`src/rtl/snake_pkg.sv`:
```
// Shared constants and types for the snake renderer: grid geometry, directions,
// start position and palette.
package snake_pkg;
   localparam int GRID_W     = 80;
   localparam int GRID_H     = 60;
   localparam int CELL_SHIFT = 3;
   localparam int XW         = 7;
   localparam int YW         = 6;

   typedef enum logic [1:0] {
      DIR_UP    = 2'b00,
      DIR_RIGHT = 2'b01,
      DIR_DOWN  = 2'b10,
      DIR_LEFT  = 2'b11
   } dir_e;

   localparam logic [XW-1:0] START_X   = 7'd40;
   localparam logic [YW-1:0] START_Y   = 6'd30;
   localparam int            START_LEN = 4;

   localparam logic [11:0] BG_COL     = 12'h040;
   localparam logic [11:0] BODY_COL   = 12'hFF0;
   localparam logic [11:0] HEAD_COL   = 12'hF80;
   localparam logic [11:0] TARGET_COL = 12'hF00;
   localparam logic [11:0] DEAD_COL   = 12'hFFF;

   // Up/down and left/right differ only in the top bit of the encoding.
   function automatic logic is_opposite(input dir_e a, input dir_e b);
      return (a ^ b) == 2'b10;
   endfunction
endpackage

```
`src/rtl/snake_step.sv`:
```
// Next-head calculator: one cell in the given direction with toroidal wrap.
module snake_step
   import snake_pkg::*;
#(
   parameter int GRID_W = snake_pkg::GRID_W,
   parameter int GRID_H = snake_pkg::GRID_H
) (
   input  logic [XW-1:0] head_x_i,
   input  logic [YW-1:0] head_y_i,
   input  dir_e          dir_i,
   output logic [XW-1:0] next_x_o,
   output logic [YW-1:0] next_y_o
);
   localparam logic [XW-1:0] X_MAX = XW'(GRID_W - 1);
   localparam logic [YW-1:0] Y_MAX = YW'(GRID_H - 1);

   always_comb begin
      next_x_o = head_x_i;
      next_y_o = head_y_i;
      case (dir_i)
         DIR_UP:    next_y_o = (head_y_i == '0)    ? Y_MAX : head_y_i - 1'b1;
         DIR_DOWN:  next_y_o = (head_y_i == Y_MAX) ? '0    : head_y_i + 1'b1;
         DIR_RIGHT: next_x_o = (head_x_i == X_MAX) ? '0    : head_x_i + 1'b1;
         DIR_LEFT:  next_x_o = (head_x_i == '0)    ? X_MAX : head_x_i - 1'b1;
         default: ;
      endcase
   end
endmodule

```
`src/rtl/snake_renderer.sv`:
```
// Snake game state (segment shift register, direction, growth, collision) and a
// one-cycle-latency pixel colour generator keyed on the VGA pixel address.
module snake_renderer
   import snake_pkg::*;
#(
   parameter int MAX_LEN = 16,
   parameter int GRID_W  = snake_pkg::GRID_W,
   parameter int GRID_H  = snake_pkg::GRID_H
) (
   input  logic          clk_i,
   input  logic          rst_ni,
   input  logic [18:0]   addr_i,
   input  logic          move_tick_i,
   input  logic [1:0]    dir_i,
   input  logic          grow_i,
   input  logic [XW-1:0] target_x_i,
   input  logic [YW-1:0] target_y_i,
   output logic [11:0]   colour_o,
   output logic [XW-1:0] head_x_o,
   output logic [YW-1:0] head_y_o,
   output logic [5:0]    length_o,
   output logic          dead_o
);
   logic [XW-1:0] seg_x_q [MAX_LEN];
   logic [YW-1:0] seg_y_q [MAX_LEN];
   logic [5:0]    length_q, length_d;
   dir_e          dir_q, dir_eff;
   logic          dead_q, grow_pend_q;
   logic [11:0]   colour_q, colour_d;

   logic [XW-1:0] next_x, cx;
   logic [YW-1:0] next_y, cy;
   logic [MAX_LEN-1:0] collide_vec, body_vec;
   logic          collide, body_hit, head_hit, target_hit, advance, grow_eff;
   logic          unused_addr_bits;

   assign cx = addr_i[18:12];
   assign cy = addr_i[8:3];
   assign unused_addr_bits = ^{addr_i[11:9], addr_i[2:0]};

   assign dir_eff = is_opposite(dir_e'(dir_i), dir_q) ? dir_q : dir_e'(dir_i);

   snake_step #(.GRID_W(GRID_W), .GRID_H(GRID_H)) u_step (
      .head_x_i (seg_x_q[0]),
      .head_y_i (seg_y_q[0]),
      .dir_i    (dir_eff),
      .next_x_o (next_x),
      .next_y_o (next_y)
   );

   // The tail cell (index LENGTH-1) is excluded from collision because it vacates on this move.
   for (genvar gi = 0; gi < MAX_LEN; gi++) begin : g_cmp
      assign collide_vec[gi] = (7'(gi + 2) <= {1'b0, length_q}) &&
                               (seg_x_q[gi] == next_x) && (seg_y_q[gi] == next_y);
      if (gi == 0) begin : g_head
         assign body_vec[gi] = 1'b0;
      end else begin : g_body
         assign body_vec[gi] = (7'(gi) < {1'b0, length_q}) &&
                               (seg_x_q[gi] == cx) && (seg_y_q[gi] == cy);
      end
   end

   assign collide    = |collide_vec;
   assign body_hit   = |body_vec;
   assign head_hit   = (seg_x_q[0] == cx) && (seg_y_q[0] == cy);
   assign target_hit = (target_x_i == cx) && (target_y_i == cy);
   assign advance    = move_tick_i && !dead_q && !collide;
   assign grow_eff   = grow_pend_q || grow_i;

   always_comb begin
      length_d = length_q;
      if (grow_eff && (length_q < 6'(MAX_LEN)))
         length_d = length_q + 1'b1;
   end

   always_comb begin
      colour_d = BG_COL;
      if (head_hit)        colour_d = dead_q ? DEAD_COL : HEAD_COL;
      else if (body_hit)   colour_d = BODY_COL;
      else if (target_hit) colour_d = TARGET_COL;
   end

   for (genvar gi = 0; gi < MAX_LEN; gi++) begin : g_seg
      localparam logic [XW-1:0] RST_X = (gi < START_LEN) ? XW'(START_X - gi) : '0;
      localparam logic [YW-1:0] RST_Y = (gi < START_LEN) ? START_Y : '0;
      always_ff @(posedge clk_i or negedge rst_ni) begin
         if (!rst_ni) begin
            seg_x_q[gi] <= RST_X;
            seg_y_q[gi] <= RST_Y;
         end else if (advance) begin
            if (gi == 0) begin
               seg_x_q[gi] <= next_x;
               seg_y_q[gi] <= next_y;
            end else begin
               seg_x_q[gi] <= seg_x_q[gi-1];
               seg_y_q[gi] <= seg_y_q[gi-1];
            end
         end
      end
   end

   always_ff @(posedge clk_i or negedge rst_ni) begin
      if (!rst_ni) begin
         length_q    <= 6'(START_LEN);
         dir_q       <= DIR_RIGHT;
         dead_q      <= 1'b0;
         grow_pend_q <= 1'b0;
         colour_q    <= '0;
      end else begin
         colour_q <= colour_d;
         if (!dead_q) begin
            if (move_tick_i && collide) begin
               dead_q <= 1'b1;
            end else if (move_tick_i) begin
               length_q    <= length_d;
               dir_q       <= dir_eff;
               grow_pend_q <= 1'b0;
            end else if (grow_i) begin
               grow_pend_q <= 1'b1;
            end
         end
      end
   end

   assign colour_o = colour_q;
   assign head_x_o = seg_x_q[0];
   assign head_y_o = seg_y_q[0];
   assign length_o = length_q;
   assign dead_o   = dead_q;
endmodule

```
`config.mk`:
```
export PLATFORM = sky130hd
export DESIGN_NAME = snake_renderer
export DESIGN_NICKNAME = d
export VERILOG_FILES = /design/src/rtl/snake_pkg.sv /design/src/rtl/snake_step.sv /design/src/rtl/snake_renderer.sv
export SDC_FILE = /design/constraint.sdc
export NUM_CORES = 1
export LEC_CHECK = 0
export CORE_ASPECT_RATIO = 0.8
export CORE_UTILIZATION = 56
export DETAILED_ROUTE_END_ITERATION = 8
export GPL_TIMING_DRIVEN = 0
export PLACE_DENSITY = 0.76
export SYNTH_ARGS = -nofsm -noshare
export SYNTH_HDL_FRONTEND = slang
export SYNTH_HIERARCHICAL = 1
export SYNTH_SLANG_ARGS = --single-unit
```
`constraint.sdc`:
```
create_clock -name clk_i -period 4.3 [get_ports clk_i]
set_clock_uncertainty 0.2 [all_clocks]
set_input_delay 0.43 -clock clk_i [delete_from_list [all_inputs] [get_ports clk_i]]
set_output_delay 0.43 -clock clk_i [all_outputs]
set_load 0.005 [all_outputs]
```
**Yosys cells after proc, flatten, opt, wreduce, memory -nomap -nowiden**

Cells that the tools add are included.

- $add $sub $neg: 5
- Multipliers: 0
- Divide/modulo/power cells: 0
- $lt $le $gt $ge: 32
- Eq/ne operators: 72
- Shifts and indexed selects: 0
- Muxes and demuxes: 15
- Bitwise gates (word level): 3
- Reductions and logical operators: 80

Operators with widths:

| cell | number |
|---|---|
| 7-bit equality test | 33 |
| 6-bit equality test | 33 |
| 1-bit logical AND | 68 |
| 4-bit by 6-bit <= comparator with 1-bit output, first input constant | 8 |
| 4-bit by 6-bit less-than comparator with 1-bit output, first input constant | 8 |
| 12-bit 2-to-1 mux | 3 |
| 3-bit by 6-bit <= comparator with 1-bit output, first input constant | 4 |
| 3-bit by 6-bit less-than comparator with 1-bit output, first input constant | 4 |
| 7-bit 2-to-1 mux | 3 |
| 16-bit OR reduction | 1 |
| 15-bit OR reduction | 1 |
| 7-bit one-hot mux with 2 select lines | 1 |
| 6-bit by 1-bit adder with 6-bit output, second input constant | 2 |
| 2-bit by 6-bit <= comparator with 1-bit output, first input constant | 2 |
| 5-bit by 6-bit <= comparator with 1-bit output, first input constant | 2 |
| 2-bit by 6-bit less-than comparator with 1-bit output, first input constant | 2 |
| 6-bit 2-to-1 mux | 2 |
| 6-bit one-hot mux with 2 select lines | 1 |
| 7-bit by 1-bit adder with 7-bit output, second input constant | 1 |
| 7-bit equality test, second input constant | 1 |
| 7-bit logical NOT | 1 |
| 7-bit by 1-bit subtractor with 7-bit output, second input constant | 1 |
| 2-bit equality test, second input constant | 3 |
| 6-bit equality test, second input constant | 1 |
| other kinds (15) | 21 |

- Register bits: 230
- Bits in latches: 0
- RAM bits: 0
- Memory bits (read-only): 0
- Input port bits: 38
- Output and inout bits: 32
- Logic and storage cells: 244
- Memories kept: 0

**Depth between registers and ports, before layout**

- Depth in word-level cells: 12
- Depth in mapped cells: 20

**Modules after synthesis**

The synthesis kept the hierarchy.

By module, submodules not included:

| module | instances | cells each | area an instance (um^2) |
|---|---|---|---|
| snake_renderer | 1 | 1198 | 14596.5 |
| snake_step | 1 | 119 | 726.9 |

**Worst setup path before layout**

No wires, ideal clock.

- Path type: register to register
- From: register dir_q[0]
- To: register seg_x_q, in the netlist head_x_o[0]
- Library setup time: 125 ps
- Data arrival time: 4152 ps
- Required time: 3975 ps
- Setup slack: -177 ps
- Stages on the path, launching flop included: 19
- Buffers on the path: 7
- Clock period less this slack: 4477 ps
- Cells stage by stage: dfstp_2 xor2_1 mux2_2 clkbuf_1 clkbuf_1 o311ai_0 buf_2 buf_2 xor2_1 nor4_1 nand4_1 o21ai_0 nor4_2 nand4_1 or3b_1 buf_6 buf_12 buf_12 mux2_4

RTL lines:

| item | RTL line | text |
|---|---|---|
| from (decl) | snake_renderer.sv:27 | `dir_e dir_q, dir_eff;` |
| from (signal assigned) | snake_renderer.sv:116 | `dir_q <= dir_eff;` |
| 2-bit XOR (*) | snake_pkg.sv:29 | `return (a ^ b) == 2'b10;` |
| 2-bit equality test (*) | snake_pkg.sv:29 |  |
| 2-bit 2-to-1 mux (*) | snake_renderer.sv:41 | `assign dir_eff = is_opposite(dir_e'(dir_i), dir_q) ? dir_q : dir_e'(dir_i);` |
| via dir_eff[1] | snake_renderer.sv:27 |  |
| 2-bit equality test / 2-bit logical NOT (equally long branches) | snake_step.sv:20 | `case (dir_i)` |
| 6-bit one-hot mux with 2 select lines (*) | snake_step.sv:20 |  |
| via next_y[2] | snake_renderer.sv:32 | `logic [YW-1:0] next_y, cy;` |
| 6-bit equality test | snake_renderer.sv:54 | `(seg_x_q[gi] == next_x) && (seg_y_q[gi] == next_y);` |
| 1-bit logical AND | snake_renderer.sv:54 |  |
| 16-bit OR reduction (*) | snake_renderer.sv:63 | `assign collide = \|collide_vec;` |
| 1-bit logical NOT (*) | snake_renderer.sv:67 | `assign advance = move_tick_i && !dead_q && !collide;` |
| 1-bit logical AND (*) | snake_renderer.sv:67 |  |
| to (signal, indexed assignment) | snake_renderer.sv:92 | `seg_x_q[gi] <= next_x;` |
| to (signal, indexed assignment) | snake_renderer.sv:95 | `seg_x_q[gi] <= seg_x_q[gi-1];` |
| to (decl) | snake_renderer.sv:24 | `logic [XW-1:0] seg_x_q [MAX_LEN];` |

Mark *: on every way through the listed nets, which the timed path passes. The rest lies on a longest branch.
A chain may end at the register's enable or synchronous reset.

**Worst setup path after layout**

- From: register seg_x_q, in the netlist head_x_o[3]
- To: register seg_x_q[38] in the netlist's numbering

- Word-level cells in the longest chain between the ends: 9

RTL lines:

| item | RTL line | text |
|---|---|---|
| 7-bit equality test / 7-bit logical NOT (equally long branches) | snake_step.sv:23, snake_step.sv:24 |  |
| 7-bit 2-to-1 mux, on equally long branches | snake_step.sv:23, snake_step.sv:24 |  |
| 7-bit one-hot mux with 2 select lines (*) | snake_step.sv:20 |  |
| via next_x[2] | snake_renderer.sv:31 | `logic [XW-1:0] next_x, cx;` |
| 7-bit equality test | snake_renderer.sv:54 |  |
| 1-bit logical AND | snake_renderer.sv:53 | `assign collide_vec[gi] = (7'(gi + 2) <= {1'b0, length_q}) &&` |
| 1-bit logical AND | snake_renderer.sv:54 |  |
| 16-bit OR reduction (*) | snake_renderer.sv:63 |  |
| 1-bit logical NOT (*) | snake_renderer.sv:67 |  |
| 1-bit logical AND (*) | snake_renderer.sv:67 |  |

Marked as above.

==> impl_results.md <==
- Starting Density: 57.6%
- Antenna-violating nets left: 0
- GR met2 Demand/Resource: 54.1%
- Top cells by area, synth: dfrtp_1 32%, mux2_4 17%, xor2_1 14%, xnor2_1 11%, dfstp_2 5.1%
- PortBufs: 50
- Status: finished with violations
- P&R area growth vs syn: 22.1%
- Tot GR Track Use: 37.4%
- GR Util met1: 50.8%
- Setup CP Type: reg2reg
- Layout Cells excl Fill: roughly 1800
- Tightest Pin Transition: 1390 ps
- Dominant cell by count in the synthesized netlist: xor2_1
- First-pass GRT wire length: about 76000 um
- Leakage Power: between 9 and 10 nW
- Total CTS buffers: 24
- Multi-input gate area: 9110 um^2
- Post-synth top area share: 31.5%
- Final worst slack: -592 ps
- Power Dens Cells: 273 nW/um^2
- Avg Synthesized Cell Area: 11.6 um^2
- Initial DRC count: approximately 1700
- Critical path arrival: 5110 ps
- Util after Layout: just over 70%
- P_sw: 1.48 mW
- Drt total wl: 53100 um
- CTS clk-pin slew, worst paths: 60 ps
- Failing checks: setup timing
- Core ar.: 26600 um^2
- Clock network power share: 40.0%
- Placed cells: 1725
- Initial antenna violation count: 0
- Setup TNS: -108310 ps
- Nets@finish: 1510
- FF+latch count, synth: 223
- Main synth FF type: dfrtp_1
- HP Class: in2async
- Sequential power share: between 40 and 50%
- DP Area: 16300 um^2
- Dominant cell type by area after synthesis: dfrtp_1
- Max-slew violations: 0
- EDFF count, synth: 0
- Largest net degree at the start of global routing: 117
- Reg2reg start: head_x_o[3]
- RePlAce Congestion: 0.991
- Detailed placement HPWL: 34400 um
- Nature of the critical path startpoint: register
- CP required: 4520 ps
- Internal Power: 3.63 mW
- Die footprint: 28000 um^2
- Rows: 53
- Synth Instances: 1317
- Sw Ratio: 28.9%
- Initial DRT Pass Iterations: 5
- Max_cap viols: 0
- Hold Vio Cnt, Final: 0
- Async set-reset flop share out of synthesis: 100%
- I/O pin total: 70
- Total overflow reported by the global router: 0
- Yosys cell types: 55
- Die H: 150 um
- Place WS: -1960 ps
- CTS tree: done
- Antenna diode count: 0
- Routed WL per cell: 28.9 um
- Post-route DRC: 0
- Routing usage on met3: between 10% and 20%
- Slew headroom: under 10%
- Cell Area, Synth: 15300 um^2
- Fillers: 1852
- Vias: 11752
- Fmax: 204 MHz
- Share of cells above drive strength 1: between 30% and 40%
- H-tree lvl count: 1
- Sequential-to-total area share from yosys stat: 36.7%
- Number of vias per cell: 6.40
- Type of destination of the critical path: register
- Post-Syn Nets: 1364
- Endpoints failing setup: 213
- Vias in the first global route: 11521
- Clk sinks: 223
- Commonest cells in the netlist: 253 x xor2_1, 193 x dfrtp_1, 186 x xnor2_1
- Final instance area: 18700 um^2
- Clk_lat worst skew: ~560 ps
- FF/Latch Area: 5620 um^2
- Period utilisation layout: 114%
- VDD IR max: 0.300 mV
- Final min period: 4890 ps
- Global route hottest layer: met2
- Die width: 187 um
- RSZ-0062 raised after global routing: yes
- Max Fanout on Critical Path: 10
- Clock Tree Buf Depth: 3
- Comb power frac: 18.5%
- CP Launch Point: head_x_o[3]
- Root buffer cell: clkbuf_16
- Count of warnings emitted by yosys: 6
## power groups by stage
stage	Combinational, mW	Sequential [mW]	Clock (mW)
2_1_floorplan	0.460	2.15	0
3_3_place_gp	0.707	2.16	0
3_5_place_dp	0.721	2.16	0
4_1_cts	0.871	2.12	2.05
5_1_grt	0.977	2.12	2.13
6_report	0.943	2.12	2.04
## sequential cells by signal (all words and copies together) (netlist names)
name / cells
length_o: 6
head_x_o: 7
grow_pend_q: 1
dead_o: 1
dir_q: 2
head_y_o: 6
seg_x_q: 105
colour_o: 5
seg_y_q: 90
## cells in the final DEF (no fill, tap or decap), types with 30 or more instances in the layout
cell type / Yosys / layout
clkbuf_1: 41 / 40
xor2_1: 253 / 247
buf_4: 20 / 65
dfstp_2: 30 / 30
xnor2_1: 186 / 185
buf_12: 11 / 34
mux2_4: 178 / 180
clkbuf_16: 0 / 39
dfrtp_1: 193 / 188
clkdlybuf4s50_1: 0 / 49
mux2_2: 35 / 33
nand4_1: 58 / 58
nor4_1: 59 / 54
## metal layers
metal / vias up / share of wire, %
met2: 793 / 42
met4: 0 / 5.5
met1: 5890 / 41
li1: 4855 / -
met5: - / 0
met3: 214 / 12
## kinds of logic after synthesis
kind of cell | after synthesis | synth area share, %
mux | 214 | 20.1
flops | 223 | 36.7
fa+ha+maj | 9 | 0.735
simple gates | 219 | 8.21
xor+xnor | 439 | 25.1
buf+inv | 130 | 5.64
compound gates | 83 | 3.58
## worst paths after layout
kind,to,slack [ps],cells after the start
setup reg to reg,seg_x_q[38],-590,19
setup / recovery,seg_x_q[38],-590,19
max in group asynchronous,head_x_o[2],2560,3
hold reg to reg,dir_q[1],310,1
min in group clk_i,dir_q[1],310,1
hold / removal,seg_x_q[10],310,2
## metrics by stage
step | hold slack, ps | power (mW)
after floorplan | -65.6 | 2.61
after global placement | 286 | 2.87
after detailed placement | 291 | 2.88
after CTS | 309 | 5.04
after global routing | 330 | 5.22
final | 308 | 5.10
## area by class of cell
cell class / count / area share (%)
multi-input combinational: 964 / 48.7
sequential: 223 / 30.1
timing repair buffer: 123 / 8.25
buffer: 113 / 6.27
clock buffer: 34 / 3.69
tap: 357 / 2.39
clock inverter: 9 / 0.368
inverter: 14 / 0.281
## critical path, stage by stage, from the launching register on
cell	delay [ps]
dfstp_2	390
buf_4	170
or4_4	580
o21ai_4	220
o221ai_2	120
mux2i_1	240
buf_6	230
buf_4	150
buf_12	100
xor2_1	140
nor4_1	70
nand4_1	170
o21ai_2	120
nor4_2	260
nand4_1	280
or3b_4	460
buf_12	170
clkbuf_16	200
clkbuf_16	170
mux2_4	290
## what timing repair did
item	4_1_cts	5_1_grt
endpoints found under the hold margin	106	0
cloned	10	12
setup endpoints to repair	217	216
hold buffers	1	0
resized for setup	121	47
setup buffers	40	10
pin swaps	9	15
(Power assumes the default switching activity.)
